### config.mk
export PLATFORM = sky130hd
export DESIGN_NAME = adc_front_end
export DESIGN_NICKNAME = d
export VERILOG_FILES = /design/src/rtl/adc_pkg.sv /design/src/rtl/adc_front_end_sig_deglitch.sv /design/src/rtl/adc_front_end.sv
export SDC_FILE = /design/constraint.sdc
export NUM_CORES = 1
export LEC_CHECK = 0
export ABC_AREA = 0
export BUFFER_PORTS_ARGS = -buffer_cell sky130_fd_sc_hd__buf_2
export CAP_MARGIN = 15
export CORE_MARGIN = 8
export CORE_UTILIZATION = 55
export CTS_BUF_LIST = sky130_fd_sc_hd__clkbuf_8
export CTS_CLUSTER_DIAMETER = 30
export DETAILED_ROUTE_END_ITERATION = 16
export PLACE_DENSITY = 0.77
export SYNTH_ARGS = -nofsm -noshare
export SYNTH_HDL_FRONTEND = slang
export SYNTH_SLANG_ARGS = --single-unit
### constraint.sdc
create_clock -name clk -period 3.3 [get_ports clk]
set_input_delay 0.495 -clock clk [delete_from_list [all_inputs] [get_ports clk]]
set_output_delay 0.495 -clock clk [all_outputs]
set_load 0.03 [all_outputs]
### src/rtl/adc_pkg.sv
// Shared types and constants for the ADC acquisition front end.
package adc_pkg;

    localparam int ADC_W = 12;

    typedef enum logic [1:0] {
        M_IDLE  = 2'd0,
        M_ARMED = 2'd1,
        M_TRACK = 2'd2
    } meas_state_t;

endpackage

### src/rtl/adc_front_end_sig_deglitch.sv
// Two-flop synchroniser followed by a hold-time deglitch filter: the output
// only follows a new level after it has been seen for GLITCH consecutive clocks.
module sig_deglitch #(
    parameter int GLITCH = 3
) (
    input  logic clk,
    input  logic rst_n,
    input  logic din,
    output logic dout
);

    localparam int CW = $clog2(GLITCH + 1);

    logic          meta_q, meta_d;
    logic          sync_q, sync_d;
    logic          dout_q, dout_d;
    logic [CW-1:0] cnt_q,  cnt_d;

    always_comb begin
        meta_d = din;
        sync_d = meta_q;
        cnt_d  = '0;
        dout_d = dout_q;
        // Any sample that agrees with the current output restarts the hold window.
        if (sync_q != dout_q) begin
            if (cnt_q == CW'(GLITCH - 1)) begin
                dout_d = sync_q;
            end else begin
                cnt_d = cnt_q + 1'b1;
            end
        end
    end

    always_ff @(posedge clk or negedge rst_n) begin
        if (!rst_n) begin
            meta_q <= 1'b0;
            sync_q <= 1'b0;
            dout_q <= 1'b0;
            cnt_q  <= '0;
        end else begin
            meta_q <= meta_d;
            sync_q <= sync_d;
            dout_q <= dout_d;
            cnt_q  <= cnt_d;
        end
    end

    assign dout = dout_q;

endmodule

### src/rtl/adc_front_end.sv
// ADC clock divider, mid-period sample capture, and comparator period
// measurement with lock (stable) detection.
module adc_front_end
    import adc_pkg::*;
#(
    parameter int DIV        = 4,
    parameter int GLITCH     = 3,
    parameter int PERIOD_W   = 24,
    parameter int TOL        = 16,
    parameter int STABLE_CNT = 8
) (
    input  logic                clk,
    input  logic                rst_n,
    input  logic [ADC_W-1:0]    adc_data_in,
    input  logic                cmp_in,
    output logic                adc_clk,
    output logic                adc_sample_en,
    output logic [ADC_W-1:0]    sync_adc_data,
    output logic                sync_signal_in,
    output logic                stable,
    output logic [PERIOD_W-1:0] period,
    output logic                period_valid
);

    localparam int                DIV_W      = $clog2(DIV);
    localparam int                MW         = $clog2(STABLE_CNT + 1);
    localparam int                DW         = PERIOD_W + 1;
    localparam logic [PERIOD_W-1:0] MAX_PERIOD = '1;

    logic [DIV_W-1:0]    div_cnt_q, div_cnt_d;
    logic                adc_clk_q, adc_clk_d;
    logic                sample_en_q, sample_en_d;
    logic [ADC_W-1:0]    sync_data_q, sync_data_d;
    logic                sig_prev_q, sig_prev_d;
    meas_state_t         state_q, state_d;
    logic [PERIOD_W-1:0] pcnt_q, pcnt_d;
    logic [PERIOD_W-1:0] ref_q, ref_d;
    logic [PERIOD_W-1:0] period_q, period_d;
    logic                pvalid_q, pvalid_d;
    logic [MW-1:0]       match_q, match_d;
    logic                stable_q, stable_d;

    logic                sig_clean;
    logic                adc_fall;
    logic                rise;
    logic                timeout;
    logic [DW-1:0]       diff;

    sig_deglitch #(.GLITCH(GLITCH)) u_deglitch (
        .clk   (clk),
        .rst_n (rst_n),
        .din   (cmp_in),
        .dout  (sig_clean)
    );

    // adc_clk is high for div_cnt DIV/2..DIV-1, so it falls mid-period where the ADC output has settled.
    always_comb begin
        div_cnt_d = (div_cnt_q == DIV_W'(DIV - 1)) ? '0 : div_cnt_q + 1'b1;
        adc_clk_d = adc_clk_q ^ ((div_cnt_q == DIV_W'(DIV / 2 - 1)) ||
                                 (div_cnt_q == DIV_W'(DIV - 1)));
        adc_fall    = adc_clk_q && (div_cnt_q == DIV_W'(DIV - 1));
        sample_en_d = adc_fall;
        sync_data_d = adc_fall ? adc_data_in : sync_data_q;
    end

    always_comb begin
        sig_prev_d = sig_clean;
        rise       = sig_clean & ~sig_prev_q;
        timeout    = (pcnt_q == MAX_PERIOD);
        diff       = (pcnt_q >= ref_q) ? ({1'b0, pcnt_q} - {1'b0, ref_q})
                                       : ({1'b0, ref_q} - {1'b0, pcnt_q});
        pcnt_d     = timeout ? pcnt_q : pcnt_q + 1'b1;
        state_d    = state_q;
        ref_d      = ref_q;
        period_d   = period_q;
        pvalid_d   = 1'b0;
        match_d    = match_q;

        // A rise in the same cycle as a timeout is treated as a normal edge.
        case (state_q)
            M_IDLE: begin
                if (rise) begin
                    pcnt_d  = PERIOD_W'(1);
                    state_d = M_ARMED;
                end
            end
            M_ARMED: begin
                if (rise) begin
                    ref_d    = pcnt_q;
                    period_d = pcnt_q;
                    pvalid_d = 1'b1;
                    pcnt_d   = PERIOD_W'(1);
                    state_d  = M_TRACK;
                end else if (timeout) begin
                    match_d = '0;
                    state_d = M_IDLE;
                end
            end
            M_TRACK: begin
                if (rise) begin
                    period_d = pcnt_q;
                    pvalid_d = 1'b1;
                    pcnt_d   = PERIOD_W'(1);
                    ref_d    = pcnt_q;
                    if (diff <= DW'(TOL)) begin
                        match_d = (match_q == MW'(STABLE_CNT)) ? match_q : match_q + 1'b1;
                    end else begin
                        match_d = '0;
                    end
                end else if (timeout) begin
                    match_d = '0;
                    state_d = M_IDLE;
                end
            end
            default: begin
                match_d = '0;
                state_d = M_IDLE;
            end
        endcase

        stable_d = (match_d == MW'(STABLE_CNT));
    end

    always_ff @(posedge clk or negedge rst_n) begin
        if (!rst_n) begin
            div_cnt_q   <= '0;
            adc_clk_q   <= 1'b0;
            sample_en_q <= 1'b0;
            sync_data_q <= '0;
            sig_prev_q  <= 1'b0;
            state_q     <= M_IDLE;
            pcnt_q      <= '0;
            ref_q       <= '0;
            period_q    <= '0;
            pvalid_q    <= 1'b0;
            match_q     <= '0;
            stable_q    <= 1'b0;
        end else begin
            div_cnt_q   <= div_cnt_d;
            adc_clk_q   <= adc_clk_d;
            sample_en_q <= sample_en_d;
            sync_data_q <= sync_data_d;
            sig_prev_q  <= sig_prev_d;
            state_q     <= state_d;
            pcnt_q      <= pcnt_d;
            ref_q       <= ref_d;
            period_q    <= period_d;
            pvalid_q    <= pvalid_d;
            match_q     <= match_d;
            stable_q    <= stable_d;
        end
    end

    assign adc_clk        = adc_clk_q;
    assign adc_sample_en  = sample_en_q;
    assign sync_adc_data  = sync_data_q;
    assign sync_signal_in = sig_clean;
    assign stable         = stable_q;
    assign period         = period_q;
    assign period_valid   = pvalid_q;

endmodule

==> reports/qor.yml <==
run_status:
  outcome: "finished, violations left"
  violations: "negative setup slack"
global_routing:
  grt_pass1_wl_mm: 34.7
  gr-total-overflow: 0
  antenna_found_initial: 0
  grt_usage_pct: 27.2
  grt_pass1_vias: 6763
  grt_max_degree: 79
critical_path:
  cp_common_cell: "buf_4"
  slowest_stage: "dfrtp_1"
  critPathTopFamily: "compound AO/OA/AOI/OAI gates"
  cp_max_fo: 5
  path_cells: "ha_4 > buf_4 > a21oi_1 > buf_4 > o21ai_1 > o211a_4 > nor2_4 > buf_6 > mux2i_4 > xor2_2 > a2111oi_4 > nand4_1 > a21oi_2 > o211a_1"
  path_buf_inv: 3
  reg2reg_depth: 14
  regToRegSetupSlack_ns: -0.18
  crit_required_ns: 3.59
  cp-start-kind: "register"
  crit_type: "reg2reg"
  r2r-end: "stable"
  max_stage_delay_ns: 0.43
  worst_setup_path_end_kind: "register"
  worstPathArrival_ns: 3.77
  rr_startpoint: "pcnt_q[6]"
clocking:
  htree_levels: 3
  clk_pin_slew_worst_paths_ns: 0.09
  numCtsBuffers: 9
  cts_tree: "done"
  root_buffer: "clkbuf_8"
  cts_num_sinks: 78
  clk_latency_ns: 0.36
  ctsLongestPathBuffers: 2
power:
  p_sw_uw: 3790
  vdd_ir_drop_max_v: 0.000961
  pwr-share-comb_pct: 77.8
  sw_frac_of_total_pct: 47.0
  internal_power_uw: 4280
  pwr-share-seq_pct: 14.1
  p_per_area_nw_per_um2: 928
  pwr-share-clk_pct: 8.2
  p_leak_uw: 0.00421
die:
  core_area_um2: 11500
  start_util_pct: 56.4
  die_y_um: 124
  dieArea_um2: 15500
  io_pins: 56
  die_w_um: 124
  num_rows: 39
timing:
  finalSetupViolCount: 5
  finalHoldViolCount: 0
  setup_ws_ns: -0.176
  final.period_utilization_pct: 105
  worst_pin_slew_ns: 0.966
  fin_crit_ns: 3.48
  skew_ns: 0.0120
  finalMaxSlewViolations: 0
  timing.slew.headroom_pct: 35.6
  rsz0062_at_grt: "true"
  clock.fmax_ghz: 0.288
logic_synthesis:
  async_reset_ff_share_pct: 100
  ys_ff_latch: 78
  synth_fp_nets: 836
  yosys_warnings: 0
  netlist_instances: 763
  synth_ff_type: "dfrtp_1"
  yosys-top-cells-count: "78 x dfrtp_1, 74 x nand2_1, 65 x inv_1, 63 x a21oi_1, 62 x nor2_1"
  synth_area_um2: 6470
  synth_top_area_share_pct: 30.2
  synth_area_leaders: "dfrtp_1 30%, ha_1 11%, a21oi_1 4.9%"
  yosysMostFrequentCell: "dfrtp_1"
  synth.distinct_cells: 75
  synth_seq_area_share_pct: 30.2
  yosys.area.top_type: "dfrtp_1"
  synth-edff-count: 0
  avgSynthCellArea_um2: 8.48
job:
  maxCapViolCount: 0
place:
  place_inst: 1083
  io_buffers: 55
  dp_hpwl_mm: 17.4
  place_congestion: 0.966
routing:
  wl_mm: 22.5
  drtPass1Iterations: 5
  vias: 6760
  drtIter0Drc: 619
  vias_per_cell: 6.04
  ant_nets: 0
  post-route-drc-count: 0
  wl_per_cell_um: 20.1
hold_path:
  hold_end: "u_deglitch.meta_q"
  hold_depth: 1
  hold_path_class: "in2reg"
  holdCritStartpoint: "cmp_in"
layout:
  fin_cells: 1119
  nNetsFinal: 1044
  fin_util_pct: 75.8
  diodes: 0
  syn_to_final_growth_pct: 34.3
  nFillCells: 778
  drive_above_1_share_pct: 37.7
## metrics by stage
stage / setup WS [ns] / TNS (ns) / power, µW / hold WS, ns / instance area (µm²)
2_1_floorplan: -0.00401 / -0.00401 / 4370 / 0.199 / 6490
3_3_place_gp: -0.200 / -0.682 / 6250 / 0.344 / 7920
3_5_place_dp: -0.250 / -0.988 / 6320 / 0.337 / 7920
4_1_cts: -0.161 / -0.640 / 7200 / 0.232 / 8310
5_1_grt: -0.290 / -1.33 / 8520 / 0.227 / 8690
6_report: -0.176 / -0.694 / 8060 / 0.244 / 8690
## per-layer routing
| metal | routed length, µm | global-route usage (%) |
|---|---|---|
| met5 | 0 | 0 |
| met4 | 737 | 11.1 |
| met2 | 10600 | 44.2 |
| met3 | 1510 | 5.19 |
| met1 | 9630 | 34.6 |
## logic make-up after synthesis
| logic type | after synthesis | synth area share, % |
|---|---|---|
| simple gates | 243 | 18.6 |
| flops | 78 | 30.2 |
| compound gates | 225 | 24.2 |
| fa+ha+maj | 58 | 11.2 |
| mux | 18 | 3.04 |
| xor+xnor | 45 | 6.09 |
| buf+inv | 96 | 6.71 |
## how the worst max path moves through the flow
stage	startpoint	to	depth (start not counted)
2_1_floorplan	period[14]	match_q[2]	15
3_3_place_gp	period[2]	match_q[2]	14
5_1_grt	pcnt_q[7]	stable	13
6_report	pcnt_q[6]	stable	14
3_5_place_dp	period[6]	match_q[2]	14
4_1_cts	pcnt_q[5]	match_q[2]	12
## flip-flops by register name (all words and copies together), names as in the netlist, 2 cells and up
name / flops
sync_adc_data: 12
div_cnt_q: 2
u_deglitch.cnt_q: 2
state_q: 2
pcnt_q: 24
period: 24
match_q: 4
## placed cells by master, fill, tap and decap left out, drive strengths merged, types with 5 or more instances in the layout
| cell | Yosys | layout |
|---|---|---|
| a21boi | 5 | 5 |
| a2111oi | 5 | 5 |
| nor2b | 7 | 7 |
| nand2 | 75 | 75 |
| mux2i | 5 | 5 |
| and2 | 6 | 6 |
| clkbuf | 9 | 10 |
| inv | 65 | 67 |
| o211ai | 9 | 9 |
| nor3 | 17 | 17 |
| a21o | 21 | 21 |
| and3 | 5 | 5 |
| or2 | 5 | 5 |
| nand4 | 22 | 22 |
| or3 | 7 | 7 |
| mux2 | 13 | 13 |
| xor2 | 9 | 9 |
| nand3 | 15 | 15 |
| xnor2 | 36 | 36 |
| o21bai | 10 | 10 |
| a21oi | 69 | 69 |
| nor2 | 63 | 63 |
| dfrtp | 78 | 78 |
| nor4 | 7 | 7 |
| nand3b | 5 | 5 |
| o21ai | 59 | 59 |
| ha | 58 | 58 |
| buf | 22 | 228 |
## power by group through the flow
stage / sequential (µW) / clock [µW] / combinational [µW]
final: 1130 / 658 / 6270
after global routing: 1150 / 699 / 6670
after CTS: 1130 / 663 / 5400
after detailed placement: 1150 / 0 / 5170
after global placement: 1140 / 0 / 5110
after floorplan: 1230 / 0 / 3130
## area by class of cell
type	instances	area (µm²)	share of cell area, %
multi-input cells	589	4520	52.0
flip-flops and latches	78	1970	22.7
repair buffers	228	1600	18.5
inverters	65	244	2.81
well taps	143	179	2.06
clock buffers	10	138	1.58
clock inverters	6	37.5	0.432
## what timing repair did
item                       4_1_cts  5_1_grt
setup buffers                   10       10
gates resized for setup         19       72
hold buffers                     0        0
pin swaps                       15       31
gates cloned                     0        0
hold endpoints to repair         0        0
setup endpoints to repair        5        8
Note: power is estimated with default switching activity, not from simulation.
